==> src/rtl/inst_enc_pkg.sv <==
// Shared opcode/funct3 constants, FSM state type and encoder result type for inst_enc.
// Encoding values match the RV32I base opcode map used by the decode stage.
package inst_enc_pkg;

  localparam logic [6:0] OP_LUI    = 7'b0110111;
  localparam logic [6:0] OP_AUIPC  = 7'b0010111;
  localparam logic [6:0] OP_JAL    = 7'b1101111;
  localparam logic [6:0] OP_JALR   = 7'b1100111;
  localparam logic [6:0] OP_LOAD   = 7'b0000011;
  localparam logic [6:0] OP_IMM    = 7'b0010011;
  localparam logic [6:0] OP_STORE  = 7'b0100011;
  localparam logic [6:0] OP_BRANCH = 7'b1100011;
  localparam logic [6:0] OP_OP     = 7'b0110011;
  localparam logic [6:0] OP_SYSTEM = 7'b1110011;

  localparam logic [2:0] F3_SLL     = 3'b001;
  localparam logic [2:0] F3_SRL     = 3'b101;
  localparam logic [2:0] F3_PRIV    = 3'b000;
  localparam logic [2:0] F3_CSR_RSV = 3'b100;

  localparam logic [31:0] INST_NOP = 32'h0000_0013;

  typedef enum logic [1:0] {
    ST_IDLE = 2'd0,
    ST_RUN  = 2'd1,
    ST_DONE = 2'd2
  } state_t;

  typedef struct packed {
    logic [31:0] word;
    logic        err;
  } enc_t;

  // True when v, read as two's complement, fits in an n-bit signed field.
  function automatic logic fits_signed(input logic [31:0] v, input int unsigned n);
    logic [31:0] s;
    s = 32'($signed(v) >>> (n - 1));
    return (s == '0) || (s == '1);
  endfunction

endpackage

==> src/rtl/inst_enc_if.sv <==
// Field-bundle input, ROM write port and status outputs of inst_enc.
// slave = encoder side, master = producer/ROM side.
interface inst_enc_if #(
  parameter int ADDR_W = 12
);
  logic              start;
  logic              in_valid;
  logic              in_ready;
  logic [6:0]        in_opcode;
  logic [4:0]        in_rd;
  logic [4:0]        in_rs1;
  logic [4:0]        in_rs2;
  logic [2:0]        in_funct3;
  logic [6:0]        in_funct7;
  logic [31:0]       in_imm;
  logic              in_last;
  logic              rom_we;
  logic [ADDR_W-1:0] rom_addr;
  logic [31:0]       rom_wdata;
  logic              rom_ready;
  logic              done;
  logic              enc_err;
  logic [7:0]        err_cnt;

  modport slave (
    input  start, in_valid, in_opcode, in_rd, in_rs1, in_rs2, in_funct3,
           in_funct7, in_imm, in_last, rom_ready,
    output in_ready, rom_we, rom_addr, rom_wdata, done, enc_err, err_cnt
  );

  modport master (
    output start, in_valid, in_opcode, in_rd, in_rs1, in_rs2, in_funct3,
           in_funct7, in_imm, in_last, rom_ready,
    input  in_ready, rom_we, rom_addr, rom_wdata, done, enc_err, err_cnt
  );
endinterface

==> src/rtl/inst_enc_fifo.sv <==
// Synchronous DEPTH x W FIFO with full/empty flags; head word is visible combinationally.
// Push when full and pop when empty are ignored.
module inst_enc_fifo #(
  parameter int DEPTH = 4,
  parameter int W     = 32
) (
  input  logic         i_clk,
  input  logic         i_rst,
  input  logic         i_push,
  input  logic [W-1:0] i_data,
  input  logic         i_pop,
  output logic [W-1:0] o_data,
  output logic         o_full,
  output logic         o_empty
);
  localparam int AW = $clog2(DEPTH);

  logic [AW:0]  r_wptr;
  logic [AW:0]  r_rptr;
  logic [W-1:0] r_mem [DEPTH];
  logic         w_push;
  logic         w_pop;

  assign w_push  = i_push && !o_full;
  assign w_pop   = i_pop && !o_empty;
  assign o_empty = (r_wptr == r_rptr);
  // The extra pointer bit tells a full ring from an empty one.
  assign o_full  = (r_wptr[AW] != r_rptr[AW]) && (r_wptr[AW-1:0] == r_rptr[AW-1:0]);
  assign o_data  = r_mem[r_rptr[AW-1:0]];

  always_ff @(posedge i_clk or posedge i_rst) begin
    if (i_rst) begin
      r_wptr <= '0;
      r_rptr <= '0;
    end else begin
      if (w_push) r_wptr <= r_wptr + 1'b1;
      if (w_pop)  r_rptr <= r_rptr + 1'b1;
    end
  end

  always_ff @(posedge i_clk) begin
    if (w_push) r_mem[r_wptr[AW-1:0]] <= i_data;
  end

endmodule

==> src/rtl/inst_enc.sv <==
// RV32I encoder: packs field bundles into words, buffers them, writes them to ROM sequentially.
// Optional INST_ENC_CSR_EN enables SYSTEM/CSR encoding; otherwise opcode 1110011 is unknown.
module inst_enc
  import inst_enc_pkg::*;
#(
  parameter int ADDR_W     = 12,
  parameter int BASE_ADDR  = 0,
  parameter int FIFO_DEPTH = 4
) (
  input  logic       clk,
  input  logic       rst,
  inst_enc_if.slave  bus
);
  localparam logic [ADDR_W-1:0] LP_BASE = ADDR_W'(BASE_ADDR);

  state_t            r_state;
  logic [ADDR_W-1:0] r_addr;
  logic              r_last_seen;
  logic              r_done;
  logic              r_enc_err;
  logic [7:0]        r_err_cnt;

  logic [6:0]  w_op;
  logic [4:0]  w_rd;
  logic [4:0]  w_rs1;
  logic [4:0]  w_rs2;
  logic [2:0]  w_f3;
  logic [6:0]  w_f7;
  logic [31:0] w_imm;
  enc_t        w_enc;
  logic        w_accept;
  logic        w_pop;
  logic        w_full;
  logic        w_empty;
  logic [31:0] w_head;

  assign w_op  = bus.in_opcode;
  assign w_rd  = bus.in_rd;
  assign w_rs1 = bus.in_rs1;
  assign w_rs2 = bus.in_rs2;
  assign w_f3  = bus.in_funct3;
  assign w_f7  = bus.in_funct7;
  assign w_imm = bus.in_imm;

  // Unknown forms fall through to the default: NOP plus an error.
  always_comb begin
    w_enc.word = INST_NOP;
    w_enc.err  = 1'b1;
    case (w_op)
      OP_LUI, OP_AUIPC: begin
        w_enc.word = {w_imm[31:12], w_rd, w_op};
        w_enc.err  = 1'b0;
      end
      OP_JAL: begin
        w_enc.word = {w_imm[20], w_imm[10:1], w_imm[11], w_imm[19:12], w_rd, w_op};
        w_enc.err  = !fits_signed(w_imm, 21) || w_imm[0];
      end
      OP_JALR, OP_LOAD: begin
        w_enc.word = {w_imm[11:0], w_rs1, w_f3, w_rd, w_op};
        w_enc.err  = !fits_signed(w_imm, 12);
      end
      OP_IMM: begin
        if (w_f3 == F3_SLL || w_f3 == F3_SRL)
          w_enc.word = {w_f7, w_imm[4:0], w_rs1, w_f3, w_rd, w_op};
        else
          w_enc.word = {w_imm[11:0], w_rs1, w_f3, w_rd, w_op};
        w_enc.err = !fits_signed(w_imm, 12);
      end
      OP_STORE: begin
        w_enc.word = {w_imm[11:5], w_rs2, w_rs1, w_f3, w_imm[4:0], w_op};
        w_enc.err  = !fits_signed(w_imm, 12);
      end
      OP_BRANCH: begin
        w_enc.word = {w_imm[12], w_imm[10:5], w_rs2, w_rs1, w_f3, w_imm[4:1], w_imm[11], w_op};
        w_enc.err  = !fits_signed(w_imm, 13) || w_imm[0];
      end
      OP_OP: begin
        w_enc.word = {w_f7, w_rs2, w_rs1, w_f3, w_rd, w_op};
        w_enc.err  = 1'b0;
      end
`ifdef INST_ENC_CSR_EN
      OP_SYSTEM: begin
        if (w_f3 != F3_PRIV && w_f3 != F3_CSR_RSV) begin
          w_enc.word = {w_imm[11:0], w_rs1, w_f3, w_rd, w_op};
          w_enc.err  = 1'b0;
        end
      end
`endif
      default: ;
    endcase
  end

  assign bus.in_ready = (r_state == ST_RUN) && !w_full && !r_last_seen;
  assign w_accept     = bus.in_valid && bus.in_ready;
  assign w_pop        = !w_empty && bus.rom_ready;

  inst_enc_fifo #(
    .DEPTH (FIFO_DEPTH),
    .W     (32)
  ) u_fifo (
    .i_clk   (clk),
    .i_rst   (rst),
    .i_push  (w_accept),
    .i_data  (w_enc.word),
    .i_pop   (w_pop),
    .o_data  (w_head),
    .o_full  (w_full),
    .o_empty (w_empty)
  );

  assign bus.rom_we    = !w_empty;
  assign bus.rom_addr  = r_addr;
  assign bus.rom_wdata = w_empty ? 32'h0 : w_head;
  assign bus.done      = r_done;
  assign bus.enc_err   = r_enc_err;
  assign bus.err_cnt   = r_err_cnt;

  always_ff @(posedge clk or posedge rst) begin
    if (rst) begin
      r_state     <= ST_IDLE;
      r_addr      <= LP_BASE;
      r_last_seen <= 1'b0;
      r_done      <= 1'b0;
      r_enc_err   <= 1'b0;
      r_err_cnt   <= 8'd0;
    end else begin
      r_enc_err <= w_accept && w_enc.err;
      if (w_accept && w_enc.err && r_err_cnt != 8'hFF)
        r_err_cnt <= r_err_cnt + 8'd1;
      if (w_pop)
        r_addr <= r_addr + 1'b1;
      if (w_accept && bus.in_last)
        r_last_seen <= 1'b1;
      case (r_state)
        ST_IDLE, ST_DONE: begin
          if (bus.start) begin
            r_state     <= ST_RUN;
            r_addr      <= LP_BASE;
            r_last_seen <= 1'b0;
            r_err_cnt   <= 8'd0;
            r_done      <= 1'b0;
          end
        end
        ST_RUN: begin
          // An empty FIFO means no write is outstanding either.
          if (r_last_seen && w_empty) begin
            r_state <= ST_DONE;
            r_done  <= 1'b1;
          end
        end
        default: r_state <= ST_IDLE;
      endcase
    end
  end

endmodule

==> src/flat_wrapper.sv <==
// flat-port wrapper written by rule: the top's interface ports become plain ports
module inst_enc_flat import inst_enc_pkg::*;
#(
  parameter int ADDR_W     = 12,
  parameter int BASE_ADDR  = 0,
  parameter int FIFO_DEPTH = 4
)
  (clk, rst, bus_start, bus_in_valid, bus_in_opcode, bus_in_rd, bus_in_rs1, bus_in_rs2, bus_in_funct3, bus_in_funct7, bus_in_imm, bus_in_last, bus_rom_ready, bus_in_ready, bus_rom_we, bus_rom_addr, bus_rom_wdata, bus_done, bus_enc_err, bus_err_cnt);
  inst_enc_if #(.ADDR_W(ADDR_W)) bus_i ();
  input  logic clk;
  input  logic rst;
  input wire logic [$bits(bus_i.start)-1:0] bus_start;
  input wire logic [$bits(bus_i.in_valid)-1:0] bus_in_valid;
  input wire logic [$bits(bus_i.in_opcode)-1:0] bus_in_opcode;
  input wire logic [$bits(bus_i.in_rd)-1:0] bus_in_rd;
  input wire logic [$bits(bus_i.in_rs1)-1:0] bus_in_rs1;
  input wire logic [$bits(bus_i.in_rs2)-1:0] bus_in_rs2;
  input wire logic [$bits(bus_i.in_funct3)-1:0] bus_in_funct3;
  input wire logic [$bits(bus_i.in_funct7)-1:0] bus_in_funct7;
  input wire logic [$bits(bus_i.in_imm)-1:0] bus_in_imm;
  input wire logic [$bits(bus_i.in_last)-1:0] bus_in_last;
  input wire logic [$bits(bus_i.rom_ready)-1:0] bus_rom_ready;
  output wire logic [$bits(bus_i.in_ready)-1:0] bus_in_ready;
  output wire logic [$bits(bus_i.rom_we)-1:0] bus_rom_we;
  output wire logic [$bits(bus_i.rom_addr)-1:0] bus_rom_addr;
  output wire logic [$bits(bus_i.rom_wdata)-1:0] bus_rom_wdata;
  output wire logic [$bits(bus_i.done)-1:0] bus_done;
  output wire logic [$bits(bus_i.enc_err)-1:0] bus_enc_err;
  output wire logic [$bits(bus_i.err_cnt)-1:0] bus_err_cnt;
  assign bus_i.start = bus_start;
  assign bus_i.in_valid = bus_in_valid;
  assign bus_i.in_opcode = bus_in_opcode;
  assign bus_i.in_rd = bus_in_rd;
  assign bus_i.in_rs1 = bus_in_rs1;
  assign bus_i.in_rs2 = bus_in_rs2;
  assign bus_i.in_funct3 = bus_in_funct3;
  assign bus_i.in_funct7 = bus_in_funct7;
  assign bus_i.in_imm = bus_in_imm;
  assign bus_i.in_last = bus_in_last;
  assign bus_i.rom_ready = bus_rom_ready;
  assign bus_in_ready = bus_i.in_ready;
  assign bus_rom_we = bus_i.rom_we;
  assign bus_rom_addr = bus_i.rom_addr;
  assign bus_rom_wdata = bus_i.rom_wdata;
  assign bus_done = bus_i.done;
  assign bus_enc_err = bus_i.enc_err;
  assign bus_err_cnt = bus_i.err_cnt;
  inst_enc #(.ADDR_W(ADDR_W), .BASE_ADDR(BASE_ADDR), .FIFO_DEPTH(FIFO_DEPTH)) u_core (.clk(clk), .rst(rst), .bus(bus_i));
endmodule
==> config.mk <==
export PLATFORM = sky130hd
export DESIGN_NAME = inst_enc_flat
export DESIGN_NICKNAME = d
export VERILOG_FILES = /design/src/rtl/inst_enc_pkg.sv /design/src/rtl/inst_enc_if.sv /design/src/rtl/inst_enc_fifo.sv /design/src/rtl/inst_enc.sv /design/src/flat_wrapper.sv
export SDC_FILE = /design/constraint.sdc
export NUM_CORES = 1
export LEC_CHECK = 0
export BUFFER_PORTS_ARGS = -buffer_cell sky130_fd_sc_hd__buf_2
export CORE_MARGIN = 4
export CORE_UTILIZATION = 56
export CTS_CLUSTER_SIZE = 28
export DETAILED_ROUTE_END_ITERATION = 8
export GPL_TIMING_DRIVEN = 1
export PLACE_DENSITY = 0.8
export RECOVER_POWER = 50
export SETUP_SLACK_MARGIN = 0.5
export SLEW_MARGIN = 30
export SYNTH_ARGS = -nofsm -noshare
export SYNTH_HDL_FRONTEND = slang
export SYNTH_SLANG_ARGS = --single-unit
==> constraint.sdc <==
create_clock -name clk -period 3.1 [get_ports clk]
set_input_delay 0.62 -clock clk [delete_from_list [all_inputs] [get_ports clk]]
set_output_delay 0.62 -clock clk [all_outputs]
set_load 0.05 [all_outputs]
# Word-level counts from Yosys, hierarchy flattened
# Memories as Yosys holds them, arrays and structs flattened.
# Index checks and enable logic that the tools add are counted.
[totals]
register_bits = 31
ram_bits = 128
output_inout_bits = 56
word_cells = 88
n_memories = 1
[memory_table]
columns = ["name", "depth", "width", "rd", "rd_ports_with_merged_regs", "wr", "line_no", "source"]
rows = [
  ["u_core.u_fifo.r_mem", 4, 32, 1, 0, 1, "inst_enc_fifo.sv:20", "logic [W-1:0] r_mem [DEPTH];"],
]
[op_classes]
addsub = 4
n_eq_ne = 22
mux = 20
reduce_logical = 33
[ops]
columns = ["operator", "n"]
rows = [
  ["case mux 33 bit (7 select lines)", 1],
  ["equality test 32 bit (second input constant)", 3],
  ["logical NOT 32 bit", 3],
  ["2-to-1 mux 32 bit", 2],
  ["2-to-1 mux 12 bit", 3],
  ["2-to-1 mux 8 bit", 3],
  ["equality test 7 x 6 -> 1 bit (second input constant)", 3],
  ["equality test 7 bit (second input constant)", 3],
  ["equality test 7 x 5 -> 1 bit (second input constant)", 2],
  ["adder 12 x 1 -> 12 bit (second input constant)", 1],
  ["logical AND 1 bit", 11],
  ["adder 8 x 1 -> 8 bit (second input constant)", 1],
  ["!= test 8 bit (second input constant)", 1],
  ["equality test 7 x 2 -> 1 bit (second input constant)", 1],
  ["2-to-1 mux 1 bit", 7],
  ["adder 3 x 1 -> 3 bit (second input constant)", 2],
  ["logical NOT 1 bit", 6],
  ["logical OR 1 bit", 6],
  ["OR reduction 2 bit", 3],
  ["2-to-1 mux 2 bit", 2],
  ["!= test 2 bit (second input constant)", 2],
  ["case mux 2 bit (2 select lines)", 1],
  ["equality test 3 x 1 -> 1 bit (second input constant)", 1],
  ["equality test 3 bit", 1],
  ["other kinds (10)", 10],
]

# Longest topological paths before layout
# Gate-level depths: netlist of the first run.
[logic_depth]
word_depth = 11
depth_mapped = 8

# Modules after synthesis
# Synthesis of the first run repeated with hierarchy kept, for this count alone.
[hier_totals]
hier_cells = 496
hier_area_um2 = 7388.3
[by_module_without_submodules]
columns = ["mod", "instances", "cells_each", "area_per_inst_um2"]
rows = [
  ["inst_enc_fifo", 1, 217, 5139.9],
  ["inst_enc", 1, 279, 2248.4],
]

# Worst setup path after synthesis of the first run
# Ideal clock, no wire load.
[synth_timing]
path_kind = "reg2out"
startpoint = "register u_core.u_fifo.r_rptr[1]"
endpoint = "output bus_in_ready"
arrival_time_ns = 1.890
required_time_ns = 2.480
path_slack_ns = 0.590
stages_incl_launch_ff = 6
path_buffers = 1
path_cell_list = "dfrtp_1 -> buf_2 -> xnor2_2 -> nand2_1 -> nor2_1 -> nor3_1"
[synth_via]
elab_chain_len = 5
[synth_rtl]
columns = ["element", "line_no", "source"]
rows = [
  ["start: declaration", "inst_enc_fifo.sv:19", "logic [AW:0] r_rptr;"],
  ["start signal: assignment", "inst_enc_fifo.sv:37", "if (w_pop) r_rptr <= r_rptr + 1'b1;"],
  ["equality test 2 bit", "inst_enc_fifo.sv:28", "assign o_full = (r_wptr[AW] != r_rptr[AW]) && (r_wptr[AW-1:0] == r_rptr[AW-1:0]);"],
  ["logical AND 1 bit", "inst_enc_fifo.sv:28", ""],
  ["logical NOT 1 bit", "inst_enc.sv:93", "assign bus.in_ready = (r_state == ST_RUN) && !w_full && !r_last_seen;"],
  ["logical AND 1 bit (2 in series)", "inst_enc.sv:93", ""],
  ["end: declaration", "flat_wrapper.sv:23", "output wire logic [$bits(bus_i.in_ready)-1:0] bus_in_ready;"],
]
# No other way between the ends.

# Worst setup path in the final report of the first run
[layout_timing]
startpoint = "register u_core.u_fifo.r_rptr[0]"
endpoint = "output bus_rom_wdata[13]"
[layout_via]
elab_chain_len = 2
word_cells_on_any_way = 3
cone_classes = "eq/ne: 1; mux: 1; memory: 1"
[layout_rtl]
columns = ["element", "line_no", "source"]
rows = [
  ["memory read (4 x 32 bit) / equality test 3 bit (equally long branches)", "--", ""],
  ["2-to-1 mux 32 bit (*)", "inst_enc.sv:113", "assign bus.rom_wdata = w_empty ? 32'h0 : w_head;"],
  ["end: declaration", "flat_wrapper.sv:26", "output wire logic [$bits(bus_i.rom_wdata)-1:0] bus_rom_wdata;"],
]
# Every way passes the cells marked *; elsewhere a longest branch is shown, timed or not.

==> results of run 1 <==
==> registers in the layout (all words and copies together) (netlist names) <==
| name | count |
|---|---|
| u_core.u_fifo.r_mem | 128 |
| u_core.bus.rom_addr | 12 |
| u_core.bus.err_cnt | 8 |
| u_core.u_fifo.r_rptr | 3 |
| u_core.u_fifo.r_wptr | 3 |
| u_core.r_state | 2 |
| u_core.bus.done | 1 |
| u_core.bus.enc_err | 1 |
| u_core.r_last_seen | 1 |
==> kinds of logic (layout without fill, tap and decap cells) <==
logic type | after synthesis | count (layout) | synth area share, %
AO/OA/AOI/OAI | 62 | 62 | 6.97
XOR/XNOR | 19 | 19 | 2.52
adder cells (fa/ha/maj) | 7 | 7 | 1.22
buffers and inverters | 42 | 205 | 2.49
flip-flops | 159 | 159 | 64.2
multiplexers | 37 | 37 | 10.7
AND/OR/NAND/NOR | 157 | 157 | 11.8
other | 1 | 9 | 0.0521
==> critical path, stage by stage, from the launching register on <==
cell	delay (ps)
dfrtp_4	490
buf_6	140
xnor2_1	240
nand2_1	160
nor2_4	190
buf_8	200
nor2b_1	80
buf_2	210
==> through the flow <==
stage	setup WS, ps	hold slack [ps]
floorplan	590	493
global placement	632	479
detailed placement	514	466
CTS	420	260
global route	236	446
finish	331	449
==> worst min path at each step <==
stage / to / slack [ps] / cells past startpoint
2_1_floorplan: u_core.r_state[1] / 490 / 1
3_3_place_gp: u_core.bus.done / 480 / 2
3_5_place_dp: u_core.bus.done / 470 / 2
4_1_cts: u_core.bus.err_cnt[3] / 260 / 3
5_1_grt: u_core.r_last_seen / 450 / 3
6_report: u_core.r_last_seen / 450 / 3
==> cells in the final DEF (no fill, tap or decap), types with 7 or more instances in the layout <==
cell / instances
inv_1: 18
mux4_2: 32
nor2b_1: 29
ha_1: 7
xor2_1: 9
nand2_1: 33
xnor2_1: 9
buf_4: 16
clkbuf_16: 18
nand4_1: 13
nand3_1: 10
nand2b_1: 7
dfrtp_1: 30
conb_1: 8
buf_2: 78
o21ai_0: 9
clkbuf_1: 31
buf_6: 22
a22o_1: 13
edfxtp_1: 128
nor2_1: 23
a21oi_1: 8
a22oi_1: 7
==> layout make-up <==
type,instances,share of cell area (%)
clock buffers,19,4.80
clock inverters,13,1.89
well taps,172,2.39
diodes,1,0.0278
flip-flops and latches,159,51.3
multi-input cells,290,27.1
repair buffers,154,11.7
inverters,19,0.791
==> where the power goes <==
part           total (uW)  switching (uW)  internal [uW]  leakage (uW)
registers            2830             178           2650       0.00168
clock network        2120             790           1330      0.000289
logic                4450            2770           1670       0.00172
==> layer usage <==
| metal | wire length, um | vias to the layer above | share of wire (%) | GRT usage, % |
|---|---|---|---|---|
| met5 | 32 | - | 0.19 | 0 |
| met2 | 8670 | 195 | 51 | 40.3 |
| met1 | 6750 | 2404 | 40 | 31.1 |
| met4 | 212 | 6 | 1.2 | 8.75 |
| met3 | 1310 | 23 | 7.7 | 7.18 |
| li1 | - | 2175 | - | - |
==> what timing repair did <==
action | 4_1_cts | 5_1_grt
pin swaps | 2 | 1
gates resized for setup | 45 | 25
setup endpoints to repair | 34 | 33
setup buffers | 6 | 4
gates cloned | 2 | 1
==> results.yml, run 1 <==
timing:
  tightest_slew_ps: 1650
  max_freq_ghz: 0.361
  period_needed_ps: 2770
  final.period_utilization_pct: 89.3
  fin_worst_skew_ps: 7.40
  max_slew_margin_pct: -10.3
  slew_violations: 32
  setup_viol: 0
  setup_tns_ps: 0
  hold_violations: 0
  rsz0062_at_grt: "true"
place:
  portBuffers: 125
  gp_congestion: 0.898
  dp.cells: 781
  placedInstanceArea_sq_um: 8120
  place_hpwl_um: 11200
route:
  drt-initial-drc-count: 438
  wl_per_cell_um: 20.5
  routed_wl_um: 17000
  vias_per_cell: 5.81
  drcViolationCount: 0
  antenna_left: 0
  vias: 4803
  dr.pass1.iters: 5
clocking:
  clock-root-buffer: "clkbuf_16"
  cts_buffers: 17
  cts_sinks: 159
  cts_tree: "yes"
  clockBufferDepth: 2
  postCtsHoldBufs: 0
  cts-htree-levels: 4
  clk_latency_ps: 430
  cts.clk_slew.worst_paths_ps: 60
floorplanning:
  placementRows: 41
  initial_core_util_pct: 57.0
  die_h_um: 121
  core_sq_um: 12600
  die-area_sq_um: 14700
  die_x_um: 121
  num_io_pins: 126
flow_run:
  drv_cap: 1
grt:
  grt_pass1_wl_um: 26600
  grt_pass1_vias: 4971
  grt.total_usage_pct: 24.5
  grt_overflow: 0
  grt_start_max_net_pins: 34
  antenna_found_initial: 3
pwr:
  power_per_cell_area_nw_per_um2: 1040
  p_total_uw: 9390
  ir_worst_vdd_v: 0.000572
  p_leak_uw: 0.00369
critical_path:
  path_class: "register to primary output"
  cp-endpoint: "bus_rom_wdata[13]"
  worstPathMaxFanout: 16
  reg2reg_depth: 7
  r2r-start: "u_core.u_fifo.r_rptr[0]"
  cp-startpoint: "u_core.u_fifo.r_rptr[0]"
  reg2reg_to: "u_core.bus.rom_addr[6]"
  reg2reg_slack_ps: 470
  worstPathRequired_ps: 2480
  critPathArrivalTime_ps: 2150
  cp-start-kind: "register"
  end_kind: "primary output"
logic_synthesis:
  async_reset_ff_share_pct: 19.5
  synth_most_common_cell: "edfxtp_1"
  synth_area_leaders: "edfxtp_1 (53%), dfrtp_1 (11%), mux4_2 (10%), nor2b_1 (3.0%), nand2_1 (1.7%)"
  yosysUniqueCellTypes: 56
  synth_commonest_cells: "edfxtp_1 (128), nor2b_1 (35), nand2_1 (33), mux4_2 (32), dfrtp_1 (31)"
  syn_inst: 484
  synth_largest_area_cell: "edfxtp_1"
  ys_ff_latch: 159
  avgSynthCellArea_sq_um: 14.9
  yosysWarnings: 0
  synth_edf_count: 128
  ys_seq_area_share_pct: 64.2
  synth.top_cell.area_share_pct: 53.4
  syn-cell-area_sq_um: 7200
  synth_ff_type: "edfxtp_1"
layout:
  drive_gt1_share_pct: 30.3
  multi_input_area_sq_um: 2440
  nFillCells: 841
  area_delta_synth_final_pct: 25.2
  final_cells: 827
  regArea_sq_um: 4620
  final_area_sq_um: 9010
  nNetsFinal: 718
  post-route-util_pct: 71.4
run_status:
  violations: "max-capacitance violations, max-slew violations"
  status: "finished with violations"
worst_hold_path:
  hold_path.class: "primary input to register"
  min-delay-start: "bus_in_last"
Power figures use the tool's default switching activity.
==> run 2: changes to the inputs <==
BUFFER_PORTS_ARGS = -buffer_cell sky130_fd_sc_hd__clkbuf_2   (was -buffer_cell sky130_fd_sc_hd__buf_2)
==> run 2 against run 1 <==
Against the previous run: the run now ends clean; critical path depth is the same; total power grew 1.7%; non-clock buffer count shrank 1; critical path type unchanged; critical endpoint is now bus_rom_wdata[0].
==> results.yml, run 2 (synthesized netlist as in run 1, its figures left out) <==
critical_path:
  worstPathRequired_ps: 2480
  worstPathMaxFanout: 8
  cp_top_family: "flip-flops"
  cp_num_buf_inv: 3
  cpPeakStageDelay_ps: 590
  cp-start-kind: "register"
  cp-startpoint: "u_core.u_fifo.r_rptr[0]"
  end_kind: "primary output"
  crit_chain: "xnor2_1 > nand2_2 > nor2_4 > buf_4 > clkbuf_16 > nor2b_4 > buf_6"
  path_class: "register to primary output"
  reg2reg_depth: 8
  cp_slowest_cell: "dfrtp_4"
  cp.depth: 7
  r2r-start: "u_core.u_fifo.r_rptr[0]"
  critPathArrivalTime_ps: 2110
pwr:
  ir_worst_vdd_v: 0.000825
  power_per_cell_area_nw_per_um2: 1050
  p_leak_uw: 0.00374
worst_hold_path:
  hold_depth: 3
  hold_path.class: "primary input to register"
  min-delay-start: "bus_in_last"
layout:
  final_cell_mix: "edfxtp_1 (128), clkbuf_2 (67), buf_6 (34)"
  diodes: 0
  final_area_sq_um: 9090
  final_cells: 825
  post-route-util_pct: 72.0
  drive_gt1_share_pct: 32.3
  layout.cells.most_common: "edfxtp_1"
  largest_register_ff_count: 128
  area_delta_synth_final_pct: 26.3
  nNetsFinal: 717
  nFillCells: 816
floorplanning:
  die-area_sq_um: 14700
  die_x_um: 121
  placementRows: 41
  num_io_pins: 126
  core_sq_um: 12600
  die_h_um: 121
  initial_core_util_pct: 57.0
clocking:
  clock-root-buffer: "clkbuf_16"
  cts.clk_slew.worst_paths_ps: 60
  cts-htree-levels: 4
  cts_sinks: 159
  postCtsHoldBufs: 0
  cts_buffers: 17
  cts_tree: "yes"
  clk_latency_ps: 420
  clockBufferDepth: 2
timing:
  max_slew_margin_pct: 20.8
  fin_worst_skew_ps: 7.62
  setup_viol: 0
  period_needed_ps: 2730
  final.period_utilization_pct: 88.2
  max_freq_ghz: 0.366
  slew_violations: 0
  fin_ws_ps: 367
  rsz0062_at_grt: "true"
  tightest_slew_ps: 1190
  setup_tns_ps: 0
  hold_violations: 0
grt:
  grt_pass1_vias: 4941
  antenna_found_initial: 2
  grt_start_max_net_pins: 32
  grt_pass1_wl_um: 26500
  grt_overflow: 0
  grt.total_usage_pct: 24.1
route:
  dr.pass1.iters: 5
  vias_per_cell: 6.02
  drcViolationCount: 0
  routed_wl_um: 18000
  wl_per_cell_um: 21.8
  vias: 4969
  drt-initial-drc-count: 555
  antenna_left: 0
place:
  dp.cells: 782
  place_hpwl_um: 11400
  place_ws_ps: 403
  portBuffers: 125
  placedInstanceArea_sq_um: 8110
  gp_congestion: 0.904
flow_run:
  drv_cap: 0
run_status:
  status: "complete, no violations"
-- run 2: cell types whose count changed in the layout (fill, tap and decap cells not counted), moves of 4 or more --
cell | before | now
buf_2 | 78 | 1
clkbuf_2 | 0 | 67
buf_6 | 22 | 34
nor2b_4 | 5 | 15
nor2b_1 | 29 | 20
buf_4 | 16 | 11
bufinv_16 | 4 | 0
inv_4 | 0 | 4
-- run 2: worst min-delay path, delay by kind of cell --
family          cells  cell delay [ps]
buf+inv             1               90
compound gates      1               50
simple gates        1               80
-- run 2: routing by layer --
metal,vias up,track usage (%),wire [um]
met3,43,6.48,1560
met5,-,0,27
li1,2169,-,-
met2,293,40.5,9190
met4,4,8.68,444
met1,2460,30.2,6780
-- run 2: power by group --
| group | internal (uW) | switching, uW | leakage, uW | total (uW) |
|---|---|---|---|---|
| Sequential | 2650 | 222 | 0.00168 | 2870 |
| Clock | 1140 | 796 | 0.000287 | 1940 |
| Combinational | 1880 | 2860 | 0.00177 | 4740 |
-- run 2: layout make-up --
| class | instances | area [sq um] | share of cell area (%) |
|---|---|---|---|
| Multi-Input combinational cell | 290 | 2520 | 27.7 |
| Clock inverter | 9 | 53.8 | 0.592 |
| Timing Repair Buffer | 153 | 1100 | 12.1 |
| Tap cell | 172 | 215 | 2.37 |
| Sequential cell | 159 | 4620 | 50.9 |
| Inverter | 19 | 71.3 | 0.785 |
| Clock buffer | 23 | 503 | 5.53 |
-- run 2: final timing paths --
| check | endpoint | slack, ps |
|---|---|---|
| setup / recovery | bus_rom_wdata[0] | 370 |
| hold / removal | u_core.r_last_seen | 470 |
| setup reg to reg | u_core.bus.rom_addr[10] | 510 |
| hold reg to reg | u_core.bus.done | 500 |
| max in group asynchronous | u_core.u_fifo.r_rptr[0] | 1740 |
| min in group asynchronous | u_core.bus.err_cnt[3] | 500 |
-- run 2: per-stage QoR --
step / hold WS (ps) / power (uW)
after floorplan: 493 / 5680
after global placement: 489 / 6590
after detailed placement: 485 / 6640
after CTS: 287 / 8940
after global routing: 475 / 9930
final: 467 / 9550
-- run 2: what timing repair did --
action,CTS,global route
hold endpoints to repair,0,0
pin swaps,0,2
buffers inserted,5,2
endpoints found under the setup margin,34,33
resized for setup,42,100
gates cloned,1,3
